$ cat config.mk
export PLATFORM = sky130hd
export DESIGN_NAME = mc_controller
export DESIGN_NICKNAME = d
export VERILOG_FILES = /design/src/rtl/mc_controller_pkg.sv /design/src/rtl/cond_unit.sv /design/src/rtl/mc_controller.sv
export SDC_FILE = /design/constraint.sdc
export NUM_CORES = 1
export LEC_CHECK = 0
export BUFFER_PORTS_ARGS = -buffer_cell sky130_fd_sc_hd__buf_2
export CAP_MARGIN = 0
export CELL_PAD_IN_SITES_DETAIL_PLACEMENT = 0
export CELL_PAD_IN_SITES_GLOBAL_PLACEMENT = 2
export CORE_MARGIN = 2
export CORE_UTILIZATION = 21
export CTS_CLUSTER_SIZE = 30
export DETAILED_ROUTE_END_ITERATION = 7
export PLACE_DENSITY_LB_ADDON = 0.1
export SLEW_MARGIN = 20
export SYNTH_ARGS = -nofsm -noshare
export SYNTH_HDL_FRONTEND = slang
export SYNTH_SLANG_ARGS = --single-unit
$ cat constraint.sdc
create_clock -name clk -period 2 [get_ports clk]
set_input_delay 0.1 -clock clk [delete_from_list [all_inputs] [get_ports clk]]
set_output_delay 0.1 -clock clk [all_outputs]
set_load 0.005 [all_outputs]
$ cat src/rtl/mc_controller_pkg.sv
// rtl/mc_controller_pkg.sv - shared encodings for the multicycle controller
package mc_controller_pkg;

  typedef enum logic [3:0] {
    S_FETCH    = 4'd0,
    S_DECODE   = 4'd1,
    S_MEMADR   = 4'd2,
    S_MEMRD    = 4'd3,
    S_MEMWB    = 4'd4,
    S_MEMWR    = 4'd5,
    S_EXECUTER = 4'd6,
    S_EXECUTEI = 4'd7,
    S_ALUWB    = 4'd8,
    S_BRANCH   = 4'd9
  } state_t;

  localparam logic [3:0] COND_EQ = 4'b0000;
  localparam logic [3:0] COND_NE = 4'b0001;
  localparam logic [3:0] COND_CS = 4'b0010;
  localparam logic [3:0] COND_CC = 4'b0011;
  localparam logic [3:0] COND_MI = 4'b0100;
  localparam logic [3:0] COND_PL = 4'b0101;
  localparam logic [3:0] COND_VS = 4'b0110;
  localparam logic [3:0] COND_VC = 4'b0111;
  localparam logic [3:0] COND_HI = 4'b1000;
  localparam logic [3:0] COND_LS = 4'b1001;
  localparam logic [3:0] COND_GE = 4'b1010;
  localparam logic [3:0] COND_LT = 4'b1011;
  localparam logic [3:0] COND_GT = 4'b1100;
  localparam logic [3:0] COND_LE = 4'b1101;
  localparam logic [3:0] COND_AL = 4'b1110;
  localparam logic [3:0] COND_NV = 4'b1111;

  localparam logic [1:0] OP_DP  = 2'b00;
  localparam logic [1:0] OP_MEM = 2'b01;
  localparam logic [1:0] OP_BR  = 2'b10;

  localparam logic [1:0] ALU_ADD = 2'b00;
  localparam logic [1:0] ALU_SUB = 2'b01;
  localparam logic [1:0] ALU_AND = 2'b10;
  localparam logic [1:0] ALU_ORR = 2'b11;

  localparam logic [1:0] SRCB_WD   = 2'b00;
  localparam logic [1:0] SRCB_IMM  = 2'b01;
  localparam logic [1:0] SRCB_FOUR = 2'b10;

  localparam logic [1:0] RES_ALUOUT    = 2'b00;
  localparam logic [1:0] RES_DATA      = 2'b01;
  localparam logic [1:0] RES_ALURESULT = 2'b10;

  // Map the data-processing cmd field onto the ALU operation; unknown cmds add.
  function automatic logic [1:0] alu_decode(input logic [3:0] cmd);
    case (cmd)
      4'b0100: alu_decode = ALU_ADD;
      4'b0010: alu_decode = ALU_SUB;
      4'b0000: alu_decode = ALU_AND;
      4'b1100: alu_decode = ALU_ORR;
      default: alu_decode = ALU_ADD;
    endcase
  endfunction

endpackage

$ cat src/rtl/cond_unit.sv
// rtl/cond_unit.sv - condition evaluation and NZCV flags register
module cond_unit
  import mc_controller_pkg::*;
#(
  parameter bit COND_EN = 1'b1
) (
  input  logic       i_clk,
  input  logic       i_rst,
  input  logic [3:0] i_cond,
  input  logic [3:0] i_alu_flags,
  input  logic       i_alu_op,
  input  logic       i_set_flags,
  input  logic       i_update_cv,
  input  logic       i_use_saved,
  output logic       o_cond_ex
);

  logic [3:0] r_flags;
  logic       r_cond_saved;
  logic       w_cond_raw;
  logic       w_cond_live;
  logic       w_n, w_z, w_c, w_v;

  assign {w_n, w_z, w_c, w_v} = r_flags;

  // Evaluate the instruction condition against the current flags register.
  always_comb begin
    w_cond_raw = 1'b0;
    case (i_cond)
      COND_EQ: w_cond_raw = w_z;
      COND_NE: w_cond_raw = ~w_z;
      COND_CS: w_cond_raw = w_c;
      COND_CC: w_cond_raw = ~w_c;
      COND_MI: w_cond_raw = w_n;
      COND_PL: w_cond_raw = ~w_n;
      COND_VS: w_cond_raw = w_v;
      COND_VC: w_cond_raw = ~w_v;
      COND_HI: w_cond_raw = w_c & ~w_z;
      COND_LS: w_cond_raw = ~w_c | w_z;
      COND_GE: w_cond_raw = (w_n == w_v);
      COND_LT: w_cond_raw = (w_n != w_v);
      COND_GT: w_cond_raw = ~w_z & (w_n == w_v);
      COND_LE: w_cond_raw = w_z | (w_n != w_v);
      COND_AL: w_cond_raw = 1'b1;
      default: w_cond_raw = 1'b0;
    endcase
  end

  assign w_cond_live = COND_EN ? w_cond_raw : 1'b1;

  // The write-back cycle must see the verdict taken before this instruction
  // rewrote the flags, so the execute-cycle verdict is held for it.
  assign o_cond_ex = i_use_saved ? r_cond_saved : w_cond_live;

  // Flags update at the end of an ALU cycle; logical ops leave C and V alone.
  always_ff @(posedge i_clk or posedge i_rst) begin
    if (i_rst) begin
      r_flags      <= 4'b0000;
      r_cond_saved <= 1'b0;
    end else if (i_alu_op) begin
      r_cond_saved <= w_cond_live;
      if (i_set_flags && w_cond_live) begin
        r_flags[3:2] <= i_alu_flags[3:2];
        if (i_update_cv) begin
          r_flags[1:0] <= i_alu_flags[1:0];
        end
      end
    end
  end

endmodule

$ cat src/rtl/mc_controller.sv
// rtl/mc_controller.sv - multicycle processor control FSM
module mc_controller
  import mc_controller_pkg::*;
#(
  parameter bit COND_EN = 1'b1
) (
  input  logic       clk,
  input  logic       reset,
  input  logic [3:0] Cond,
  input  logic [1:0] Op,
  input  logic [5:0] Funct,
  input  logic [3:0] Rd,
  input  logic [3:0] ALUFlags,
  output logic       PCWrite,
  output logic       MemWrite,
  output logic       RegWrite,
  output logic       IRWrite,
  output logic       AdrSrc,
  output logic       ALUSrcA,
  output logic [1:0] RegSrc,
  output logic [1:0] ImmSrc,
  output logic [1:0] ALUSrcB,
  output logic [1:0] ResultSrc,
  output logic [1:0] ALUControl,
  output logic [3:0] State
);

  state_t     r_state;
  state_t     w_next;
  logic       w_alu_op;
  logic [1:0] w_alu_ctrl;
  logic       w_cond_ex;
  logic       w_rd_pc;

  assign w_alu_op   = (r_state == S_EXECUTER) || (r_state == S_EXECUTEI);
  assign w_alu_ctrl = alu_decode(Funct[4:1]);
  assign w_rd_pc    = (Rd == 4'd15);
  assign State      = r_state;
  assign RegSrc     = {Op == OP_MEM, Op == OP_BR};
  assign ImmSrc     = Op;
  assign ALUControl = w_alu_op ? w_alu_ctrl : ALU_ADD;

  cond_unit #(
    .COND_EN(COND_EN)
  ) u_cond (
    .i_clk      (clk),
    .i_rst      (reset),
    .i_cond     (Cond),
    .i_alu_flags(ALUFlags),
    .i_alu_op   (w_alu_op),
    .i_set_flags(Funct[0]),
    .i_update_cv((w_alu_ctrl == ALU_ADD) || (w_alu_ctrl == ALU_SUB)),
    .i_use_saved(r_state == S_ALUWB),
    .o_cond_ex  (w_cond_ex)
  );

  // State register; reset abandons any in-flight instruction at once.
  always_ff @(posedge clk or posedge reset) begin
    if (reset) begin
      r_state <= S_FETCH;
    end else begin
      r_state <= w_next;
    end
  end

  // Next-state and per-state strobe decode.
  always_comb begin
    w_next    = S_FETCH;
    PCWrite   = 1'b0;
    MemWrite  = 1'b0;
    RegWrite  = 1'b0;
    IRWrite   = 1'b0;
    AdrSrc    = 1'b0;
    ALUSrcA   = 1'b0;
    ALUSrcB   = SRCB_WD;
    ResultSrc = RES_ALUOUT;
    case (r_state)
      S_FETCH: begin
        w_next    = S_DECODE;
        IRWrite   = 1'b1;
        ALUSrcA   = 1'b1;
        ALUSrcB   = SRCB_FOUR;
        ResultSrc = RES_ALURESULT;
        PCWrite   = 1'b1;
      end
      S_DECODE: begin
        ALUSrcA   = 1'b1;
        ALUSrcB   = SRCB_FOUR;
        ResultSrc = RES_ALURESULT;
        case (Op)
          OP_MEM:  w_next = S_MEMADR;
          OP_DP:   w_next = Funct[5] ? S_EXECUTEI : S_EXECUTER;
          OP_BR:   w_next = S_BRANCH;
          default: w_next = S_FETCH;
        endcase
      end
      S_MEMADR: begin
        w_next  = Funct[0] ? S_MEMRD : S_MEMWR;
        ALUSrcB = SRCB_IMM;
      end
      S_MEMRD: begin
        w_next = S_MEMWB;
        AdrSrc = 1'b1;
      end
      S_MEMWB: begin
        ResultSrc = RES_DATA;
        RegWrite  = w_cond_ex;
        PCWrite   = w_cond_ex & w_rd_pc;
      end
      S_MEMWR: begin
        AdrSrc   = 1'b1;
        MemWrite = w_cond_ex;
      end
      S_EXECUTER: begin
        w_next  = S_ALUWB;
        ALUSrcB = SRCB_WD;
      end
      S_EXECUTEI: begin
        w_next  = S_ALUWB;
        ALUSrcB = SRCB_IMM;
      end
      S_ALUWB: begin
        ResultSrc = RES_ALUOUT;
        RegWrite  = w_cond_ex;
        PCWrite   = w_cond_ex & w_rd_pc;
      end
      S_BRANCH: begin
        ALUSrcB   = SRCB_IMM;
        ResultSrc = RES_ALURESULT;
        PCWrite   = w_cond_ex;
      end
      default: w_next = S_FETCH;
    endcase
  end

endmodule

==> results of run 1 <==
flip-flops by register name, summed over array words and instances (netlist names):
register and cells:
u_cond.r_cond_saved 1, State 4, u_cond.r_flags 4
layer usage:
metal	GRT usage (%)	wire length (um)	share of wire, %
met1	15.93	1176	45
met3	1.167	133	5.1
met4	5.867	40	1.5
met5	0	0	0
met2	20.67	1238	48
synth_stat cells (3+ instances only):
cell	number
a21oi_1	3
buf_4	4
clkbuf_1	4
dfrtp_1	9
inv_1	7
mux2_2	4
nand2_1	7
nand2b_1	3
nand3_1	3
nand3b_1	3
nor2_1	12
nor2b_1	4
nor3_1	5
o21ai_0	7
xnor2_1	3
final cells by class:
cell class / count / share of cell area, %
Multi-Input combinational cell: 82 / 47.70
Timing Repair Buffer: 53 / 23.75
Sequential cell: 9 / 17.96
Tap cell: 48 / 4.790
Clock buffer: 3 / 3.293
Inverter: 7 / 2.096
Clock inverter: 1 / 0.3992
cells by family after synthesis:
logic type,count (synthesis),synth area share (%)
AO/OA/AOI/OAI,23,18.98
XOR/XNOR,5,5.233
buffers and inverters,17,9.716
flip-flops,9,26.91
multiplexers,6,7.773
AND/OR/NAND/NOR,48,31.39
power breakdown:
part	switching [mW]	internal [mW]	total [mW]
registers	0.0856	0.253	0.338
logic	0.427	0.417	0.845
clock network	0.0758	0.136	0.212
worst max path at each step:
stage | slack, ns | from | to
after floorplan | 0.04 | u_cond.r_flags[3] | u_cond.r_flags[0]
after global placement | -0.01 | u_cond.r_flags[3] | u_cond.r_flags[1]
after detailed placement | -0.04 | u_cond.r_flags[3] | u_cond.r_flags[1]
after CTS | -0.13 | u_cond.r_flags[3] | PCWrite
after global routing | -0.23 | u_cond.r_flags[3] | RegWrite
final | -0.16 | u_cond.r_flags[3] | PCWrite
repair_timing:
action,4_1_cts,5_1_grt
setup endpoints to repair,7,7
hold buffers,1,0
gates resized for setup,14,1
buffers inserted,3,0
pin swaps,5,0
hold endpoints to repair,9,0
layout by cell type, fill, tap and decap left out, types with 2 or more instances in the layout:
| cell type | count |
|---|---|
| o21ai_1 | 2 |
| a211oi_1 | 2 |
| nand3b_1 | 3 |
| clkbuf_8 | 3 |
| inv_1 | 7 |
| nor2_1 | 12 |
| nand3_1 | 3 |
| xor2_1 | 2 |
| mux2_4 | 4 |
| buf_4 | 11 |
| nor2b_1 | 4 |
| o21ai_0 | 5 |
| xnor2_1 | 3 |
| mux2i_1 | 2 |
| nor3_1 | 5 |
| nand2b_1 | 3 |
| a21oi_1 | 3 |
| buf_2 | 41 |
| dfrtp_1 | 9 |
| a31oi_4 | 2 |
| nand2_1 | 7 |
==> flow_summary.ini, run 1 <==
[place]
dp_hpwl_um = 1930
portBuffers = 41
pre_cts_ws_ns = -0.04077
dp.cells = 195
postPlaceCellArea_mm2 = 0.001107
globalplace.congestion = 0.7467

[clock_network]
cts_made_buffers = 3
cts_tree = built
cts.sinks = 9
h-tree-depth = 1
clkLatencyLatePin_ns = 0.23
clock_path_buffers = 2
cts_root_buffer = clkbuf_8
clk_pin_slew_ns = 0.05

[die]
top_level_ports = 42
rows = 22
die_w_um = 67.14
initial_core_util_pct = 22.36
core_mm2 = 0.003744
die_h_um = 67.14
fp.dieArea_mm2 = 0.004507

[detailed_routing]
vias_per_cell = 4.724
drt-initial-drc-count = 38
drt-wirelength-per-cell_um = 12.75
vias = 959
drt-pass1-iter-count = 4
ant_nets = 0
routed_wl_um = 2589
route.detailed.drc = 0

[synthesis]
async_flop_share_pct = 100.0
synth_edf_count = 0
yosysWarnings = 0
syn_area_um2 = 837.1
yosys.area.top_type = dfrtp_1
synthCells = 108
synthTopCellsByArea = dfrtp_1, mux2_2, nor2_1, o21ai_0, buf_4
ys_ff_latch = 9
synth_flop_cell = dfrtp_1
ys_types = 40
synth_top_area_share_pct = 26.91
syn_area_per_cell_um2 = 7.750
ys_seq_area_share_pct = 26.91
synth_nets = 130

[worst_setup_path]
max_stage_delay_ns = 0.53
crit_path_max_fanout = 4
cp.depth = 6
required_ns = 1.90
r2r_end = u_cond.r_flags[2]
crit_type = reg -> out
cp_num_buf_inv = 1
worstRegToRegCells = 6
critPathSlowestCell = or4b_1
cp-start-kind = flip-flop
crit_chain = or4b_1, a311oi_2, a2111oi_2, and3_4, o31ai_1, buf_2
critPathArrivalTime_ns = 2.06
timing.reg2reg.setup_slack_ns = -0.08
worst_setup_path_end_kind = output pin
regToRegStartpoint = u_cond.r_flags[3]
critPathTopFamily = simple AND/OR/NAND/NOR gates

[hold_path]
hold_path_class = in -> reg
hold_start = ALUFlags[0]
hold_end = u_cond.r_flags[0]
hold_depth = 2

[timing]
rsz0062_at_grt = true
fin_setup_tns_ns = -0.6676
report.final.slew_viol_count = 0
fmaxAchievable_mhz = 463.9
whs_ns = 0.1004
tightestPinTransition_ns = 0.3949
hold_viol = 0
period_share_pct = 107.8
setup_viol = 7
setup_slack_ns = -0.1557
fin_skew_ns = 0.0006507
slew_headroom_pct = 73.62
min_period_ns = 2.156

[cells_and_area]
n_fill_cell = 433
final_cell_area_mm2 = 0.001254
fin_nets = 178
multiInputGateArea_um2 = 598.1
area_delta_synth_final_pct = 49.78
final_cell_count_no_fill = 203
antenna_cells = 0
final_util_pct = 33.49
seq_area_um2 = 225.2
layout-drive-gt1-share_pct = 43.87

[outcome]
violations = negative setup slack
outcome = finished, violations left

[pwr]
p_leak_nw = 0.5941
total_power_mw = 1.395
powerDensity_mw_per_mm2 = 1112
peakVddDrop_v = 0.0004949

[grt]
grt_overflow_total = 0
grt_max_degree = 13
grt_pass1_wl_um = 4243
first_global_vias = 895
grt_usage_pct = 12.35
antenna_found_initial = 0

[job]
timing.max_cap.violations = 0
Power figures use the tool's default switching activity.
==> run 2: changes to the inputs <==
Clock period 2 ns to 1.9 ns, I/O delays scaled along.
==> run 2 against run 1 <==
Net effect:
- the flow still finishes with violations (negative setup slack)
- highest routed layer unchanged
- die area unchanged
- count of clock-buffer cells in the layout up 1
- critical path depth unchanged
- register-to-register slack worse by 0.11 ns
- sequential share of layout area up 0.20 points
- largest power group unchanged
- critical path type unchanged
- wire length down 7.7%
- clock skew up 0.0043 ns
- largest cell class unchanged
- core utilization down 0.37 points
- sequential cell count unchanged
- combinational power up 4.4%
- worst setup slack worse by 0.097 ns
==> flow_summary.ini, run 2 (synthesis gave the netlist of run 1 again) <==
[worst_setup_path]
required_ns = 1.80
critPathArrivalTime_ns = 2.06
worst_setup_path_end_kind = output pin
crit_path_max_fanout = 4
worstRegToRegCells = 6
max_stage_delay_ns = 0.52
crit_type = reg -> out
critPathTopFamily = simple AND/OR/NAND/NOR gates
cp.depth = 6
critPathSlowestCell = or4b_4
cp-start-kind = flip-flop
crit_chain = or4b_4, a311oi_2, a2111oi_2, and3_4, o31ai_1, buf_2
cp_num_buf_inv = 1

[cells_and_area]
antenna_cells = 0
final_util_pct = 33.12
final_cell_mix = buf_2, nor2_1, dfrtp_1, buf_4
final_common_cell = buf_2
final_cell_count_no_fill = 201
fin_nets = 176
area_delta_synth_final_pct = 48.13
layout-drive-gt1-share_pct = 43.14

[place]
dp_hpwl_um = 1858
pre_cts_ws_ns = -0.07856
dp.cells = 194
globalplace.congestion = 0.7607
portBuffers = 41

[detailed_routing]
drt-wirelength-per-cell_um = 11.89
drt-initial-drc-count = 36
vias_per_cell = 4.711
route.detailed.drc = 0
ant_nets = 0
drt-pass1-iter-count = 4
vias = 947
routed_wl_um = 2390

[grt]
grt_usage_pct = 11.54
antenna_found_initial = 0
grt_pass1_wl_um = 4084
grt_overflow_total = 0
grt_max_degree = 13
first_global_vias = 882

[timing]
hold_viol = 0
setup_viol = 7
report.final.slew_viol_count = 0
fmaxAchievable_mhz = 464.6
rsz0062_at_grt = true
setup_slack_ns = -0.2525
min_period_ns = 2.152
fin_skew_ns = 0.004981
slew_headroom_pct = 72.74
period_share_pct = 113.3
tightestPinTransition_ns = 0.4051

[pwr]
pwr-share-comb_pct = 60.8
swShare_pct = 41.52
intPower_uw = 848.7
clockPowerShare_pct = 15.0
pwr-share-seq_pct = 24.3
peakVddDrop_v = 0.0004866
powerDensity_mw_per_mm2 = 1170
p_sw_uw = 602.6
p_leak_nw = 0.5837

[clock_network]
cts_root_buffer = clkbuf_8
clk_pin_slew_ns = 0.05
cts_made_buffers = 3
clock_path_buffers = 2
cts.sinks = 9
clkLatencyLatePin_ns = 0.23
cts_tree = built
h-tree-depth = 1

[die]
initial_core_util_pct = 22.36
fp.dieArea_mm2 = 0.004507
die_h_um = 67.14
top_level_ports = 42
rows = 22
die_w_um = 67.14
core_mm2 = 0.003744

[outcome]
violations = negative setup slack
outcome = finished, violations left

[hold_path]
hold_depth = 2
hold_path_class = in -> reg

[job]
timing.max_cap.violations = 0
run 2: cell types whose count changed in the layout (fill, tap and decap cells not counted), sizes merged:
cell,change
buf,-2
clkbuf,+1
clkinv,-1
run 2: path summary, 6_finish.rpt:
path / from / endpoint / slack, ns
setup / recovery: u_cond.r_flags[3] / PCWrite / -0.25
hold / removal: ALUFlags[1] / u_cond.r_flags[1] / 0.10
setup reg to reg: u_cond.r_flags[3] / u_cond.r_flags[2] / -0.19
hold reg to reg: u_cond.r_cond_saved / u_cond.r_cond_saved / 0.51
max in group asynchronous: reset / State[0] / 1.28
min in group asynchronous: reset / u_cond.r_flags[3] / 0.36
run 2: timing repair:
action | in CTS | in global routing
setup endpoints to repair | 7 | 8
hold buffers | 1 | 0
pin swaps | 1 | 5
gates resized for setup | 12 | 3
endpoints found under the hold margin | 9 | 0
cloned | 0 | 0
setup buffers | 2 | 0
run 2: stage by stage:
| step | hold WS, ns | total power [mW] | setup TNS [ns] | cell area (um^2) |
|---|---|---|---|---|
| 3_3_place_gp | 0.07013 | 1.177 | -0.2996 | 1100 |
| 4_1_cts | 0.09863 | 1.454 | -0.9593 | 1231 |
| 6_report | 0.1038 | 1.451 | -1.343 | 1240 |
| 3_5_place_dp | 0.06883 | 1.176 | -0.3958 | 1100 |
| 5_1_grt | 0.1014 | 1.597 | -1.944 | 1240 |
| 2_1_floorplan | -0.07708 | 0.8636 | 0 | 837.1 |
run 2: area by class of cell:
type	count	area (um^2)
Sequential cell	9	225.2
Clock buffer	4	45.04
Timing Repair Buffer	51	282.8
Tap cell	48	60.06
Inverter	7	26.28
Fill cell	456	2504
Multi-Input combinational cell	82	600.6
run 2: power by group through the flow:
stage / Sequential (mW) / Clock [mW] / Combinational [mW]
2_1_floorplan: 0.334 / 0 / 0.530
3_3_place_gp: 0.355 / 0 / 0.821
3_5_place_dp: 0.355 / 0 / 0.821
4_1_cts: 0.352 / 0.220 / 0.883
5_1_grt: 0.368 / 0.232 / 0.997
6_report: 0.352 / 0.217 / 0.882
run 2: metal layers:
metal	wire [um]	track usage, %	vias up
li1	-	-	471
met1	1093	15.22	444
met2	1134	19.43	28
met3	128	1.500	4
met4	34	3.827	0
met5	0	0	-
run 2: worst reg2reg max path, stage by stage, from the launching register on:
cell and delay (ns):
dfrtp_1 0.40, or4b_4 0.52, a311oi_2 0.30, a2111oi_2 0.08
buf_4 0.18, a31oi_4 0.18, mux2_4 0.32
